File: src/rtl/fetch_pkg.sv
// fetch_pkg: shared types and constants for the instruction-fetch stage
package fetch_pkg;
  typedef enum logic [1:0] {IDLE, REQ, HOLD, KILL} fetch_state_t;
  localparam int INSN_BYTES = 4;
endpackage

File: src/rtl/pc_reg.sv
// pc_reg: program counter with sync active-low reset and sequential/redirect load
module pc_reg
  import fetch_pkg::*;
#(
  parameter int N = 64,
  parameter logic [N-1:0] RESET_PC = '0
) (
  input  logic         clk,
  input  logic         reset,
  input  logic         load,
  input  logic         sel_redirect,
  input  logic [N-1:0] redirect_pc,
  output logic [N-1:0] pc
);
  always_ff @(posedge clk)
    if (!reset) pc <= RESET_PC;
    else if (load) pc <= sel_redirect ? redirect_pc : pc + N'(INSN_BYTES);
endmodule

File: src/rtl/fetch_unit.sv
// fetch_unit: LEGv8 fetch stage, one outstanding imem request, IF/ID holding register
module fetch_unit
  import fetch_pkg::*;
#(
  parameter int N = 64,
  parameter int INSN_W = 32,
  parameter logic [N-1:0] RESET_PC = '0
) (
  input  logic              clk,
  input  logic              reset,
  input  logic              stall,
  input  logic              redirect_en,
  input  logic [N-1:0]      redirect_pc,
  output logic              imem_req,
  output logic [N-1:0]      imem_addr,
  input  logic              imem_ack,
  input  logic [INSN_W-1:0] imem_rdata,
  output logic              if_valid,
  output logic [N-1:0]      if_pc,
  output logic [INSN_W-1:0] if_instr
);
  fetch_state_t state, state_n;
  logic pc_load, cap, clr;
  always_ff @(posedge clk)
    if (!reset) state <= IDLE;
    else state <= state_n;
  // KILL absorbs the ack of a request squashed by redirect before it returned
  always_comb begin
    state_n = state == IDLE ? REQ :
              state == REQ  ? (redirect_en ? (imem_ack ? REQ : KILL) : (imem_ack ? HOLD : REQ)) :
              state == HOLD ? ((redirect_en || !stall) ? REQ : HOLD) :
                              (imem_ack ? REQ : KILL);
    pc_load = (redirect_en && state != IDLE) || (state == REQ && imem_ack);
    cap     = state == REQ && imem_ack && !redirect_en;
    clr     = state == HOLD && (redirect_en || !stall);
  end
  always_ff @(posedge clk)
    if (!reset) begin
      if_valid <= 1'b0;
      if_pc    <= '0;
      if_instr <= '0;
    end else if (cap) begin
      if_valid <= 1'b1;
      if_pc    <= imem_addr;
      if_instr <= imem_rdata;
    end else if (clr) begin
      if_valid <= 1'b0;
    end
  assign imem_req = state == REQ;
  pc_reg #(.N(N), .RESET_PC(RESET_PC)) u_pc (
    .clk(clk),
    .reset(reset),
    .load(pc_load),
    .sel_redirect(redirect_en),
    .redirect_pc(redirect_pc),
    .pc(imem_addr)
  );
endmodule
File: config.mk
export PLATFORM = sky130hd
export DESIGN_NAME = fetch_unit
export DESIGN_NICKNAME = d
export VERILOG_FILES = /design/src/rtl/fetch_pkg.sv /design/src/rtl/pc_reg.sv /design/src/rtl/fetch_unit.sv
export SDC_FILE = /design/constraint.sdc
export NUM_CORES = 1
export LEC_CHECK = 0
export ABC_AREA = 1
export BUFFER_PORTS_ARGS = -buffer_cell sky130_fd_sc_hd__buf_2
export CORE_AREA = 2 2 125 127
export DETAILED_ROUTE_END_ITERATION = 10
export DIE_AREA = 0 0 127 129
export GPL_ROUTABILITY_DRIVEN = 0
export GPL_TIMING_DRIVEN = 0
export PLACE_DENSITY = 0.88
export SLEW_MARGIN = 20
export SYNTH_ARGS = -nofsm -noshare
export SYNTH_HDL_FRONTEND = slang
export SYNTH_SLANG_ARGS = --single-unit
File: constraint.sdc
create_clock -name clk -period 4.2 [get_ports clk]
set_input_delay 0.84 -clock clk [delete_from_list [all_inputs] [get_ports clk]]
set_output_delay 0.84 -clock clk [all_outputs]
set_load 0.02 [all_outputs]
==> impl_results.md <==
- Cell Count, Final, Fillers Out: 1786
- Worst Setup End Kind: flip-flop
- # diodes: 0
- Crit path max fanout: 10
- Num CTS Buffers: 17
- Row count: 45
- Mapped Area: ~8300 um^2
- Ys Warns: 0
- Slew headroom: 42.6%
- Worst path arrival time: 2.94 ns
- Req. time, crit path: 4.58 ns
- Gr ovfl total: 0
- Critical path type: in -> reg
- Worst-margin pin slew: 0.861 ns
- WL final: 31700 um
- Fin Setup TNS: 0 ns
- DRT antenna net count: 0
- Starting density of the core: 55.6%
- I/O Buffers: 261
- 1st-pass router iterations: 6
- Core footprint: roughly 15000 um^2
- Max cap viols: 0
- Die height: 129 um
- Slowest-stage cell, CP: buf_1
- Post-Syn Instances: 1305
- Final nets: between 1500 and 2000
- First-pass GRT wire length: 48500 um
- Max VDD drop: 0.000248 V
- Run status: finished clean
- Drt via density: 5.81
- Area Overhead vs Synth: 26.0%
- Startpoint Class: input pin
- Worst hold-check path type: reg -> reg
- Seq/Total Area, Yosys: 39.2%
- Io pins: about 260
- Post_cts resized: 0
- Post-DP HPWL: about 24000 um
- Die Area: 16400 um^2
- Netlist cell types: 36
- Final worst-path cycle share: 60.9%
- Hold_buf cts: 0
- Syn Area/Cell: around 6.4 um^2
- Clk_skew: roughly 0.008 ns
- Post-DR wirelength/cell: about 18 um
- Fmax: 0.391 GHz
- Crit path buf inv count: 5
- Htree depth: 4
- 1st-iter DRT viols: 1378
- Synthesis-stage register bit count: 163
- Clock Path Buffers: 2
- Post-layout min period: 2.56 ns
- DP Cell Count: roughly 1800
- Final Hold Fails: 0
- # setup viols final: 0
- DR DRC count: 0
- Initial antenna violation count: 0
- Clock sinks: 163
- Post-CTS setup buffers: 0
- Layout cells sized above 1: roughly 23%
- Clk_lat worst skew: 0.44 ns
- Gr usage total: 37.9%
- Largest net degree at the start of global routing: 17
- Vias in the first global route: 9587
- CTS tree: yes
- Detailed-route via count: roughly 10000
- Largest stage delay on the critical path: 0.69 ns
- Clock transition at path regs: around 0.070 ns
- Syn nets: 1408
- Leakage: ~4.8 nW
- Final Slew Violations: 0
- CTS root buf: clkbuf_16
- Power Dens Cells: 391 nW/um^2
- CP delay by family, top: buffers and inverters
- RSZ-0062 raised after global routing: false
- Chip width: 127 um
- Critical-path cell list: buf_2, inv_1, buf_2, buf_1, ha_1, o21ai_0, o211ai_1, inv_1
per-layer routing:
layer  vias up  GRT usage, %  wire length (um)
met5         -             0                 0
met4         0          29.5              2570
met3       203          8.11              3690
met2       769          59.4             13700
met1      4613          45.6             11700
li1       4794             -                 -
path summary, 6_finish.rpt:
path / start / end / slack, ns / cells past startpoint
setup / recovery: redirect_en / state[1] / 1.64 / 8
hold / removal: if_valid / if_valid / 0.47 / 2
setup reg to reg: u_pc.pc[3] / u_pc.pc[28] / 2.01 / 10
hold reg to reg: if_valid / if_valid / 0.47 / 2
power by group:
group | switching (W) | leakage, nW | internal, W | total (W)
sequential | 0.000107 | 1.33 | 0.00164 | 0.00175
clock | 0.000700 | 0.299 | 0.000979 | 0.00168
combinational | 0.000452 | 3.14 | 0.000218 | 0.000670
layout make-up:
cell class	count	area, um^2
tap	188	235
clock buffer	19	453
sequential	163	3260
multi-input combinational	993	4460
timing repair buffer	261	1310
inverter	83	312
buffer	66	283
fill	1336	4490
clock inverter	13	173
worst reg2reg max path: stages (launching register included):
cell	delay [ns]
dfxtp_1	0.43
ha_1	0.22
nand2_2	0.11
nor2_4	0.28
nand2_4	0.14
nor2_1	0.22
nand2_1	0.21
o21ai_0	0.23
nand2_1	0.06
o21ai_0	0.08
a21oi_1	0.09
cells by family (layout without fill, tap and decap cells):
| logic type | after synthesis | count (layout) | synth area share, % |
|---|---|---|---|
| buf+inv | 149 | 442 | 7.14 |
| xor+xnor | 1 | 1 | 0.105 |
| simple gates | 693 | 693 | 34.6 |
| flops | 163 | 163 | 39.2 |
| fa+ha+maj | 2 | 2 | 0.301 |
| compound gates | 297 | 297 | 18.7 |
cell usage in the layout (no fill, tap or decap), types with 3 or more instances in the layout:
cell,instances
dfxtp_1,163
nor2_1,285
nand3_1,53
or2_2,3
nor2_2,12
inv_2,8
nand2_1,300
clkbuf_16,17
inv_1,73
o21ai_0,164
nand4_1,10
nor2_4,9
a21oi_2,5
nor3_1,4
a21oi_1,108
nand2_2,10
clkbuf_1,44
inv_6,4
buf_2,277
a211oi_1,10
buf_1,3
clkinvlp_4,3
bufinv_16,3
cells in the mapped netlist, drive strengths merged:
master / number / area (um^2)
a31oi: 2 / 12.5
nand2: 312 / 1210
o21a: 1 / 7.51
a221oi: 2 / 17.5
dfxtp: 163 / 3260
ha: 2 / 25.0
a211oi: 10 / 75.1
o221a: 1 / 11.3
and3: 1 / 6.26
o22ai: 2 / 12.5
xor2: 1 / 8.76
clkinv: 2 / 7.51
clkbuf: 44 / 165
o211ai: 1 / 7.51
nor3: 4 / 20.0
nand3b: 2 / 15.0
a21oi: 113 / 584
nand4: 10 / 62.6
inv: 81 / 304
o21ai: 165 / 826
nand3: 54 / 275
or2: 3 / 18.8
buf: 22 / 118
nor2: 307 / 1270
per-stage QoR:
step	worst slack, ns	util, %	power (W)	hold slack (ns)	cell area [um^2]
floorplan	2.18	-	0.00215	0.540	8320
global placement	1.35	65.8	0.00242	0.452	9860
detailed placement	1.33	65.8	0.00243	0.453	9860
CTS	1.76	70.0	0.00407	0.463	10500
global route	1.65	70.0	0.00421	0.503	10500
finish	1.64	70.0	0.00410	0.469	10500
(Power assumes the default switching activity.)
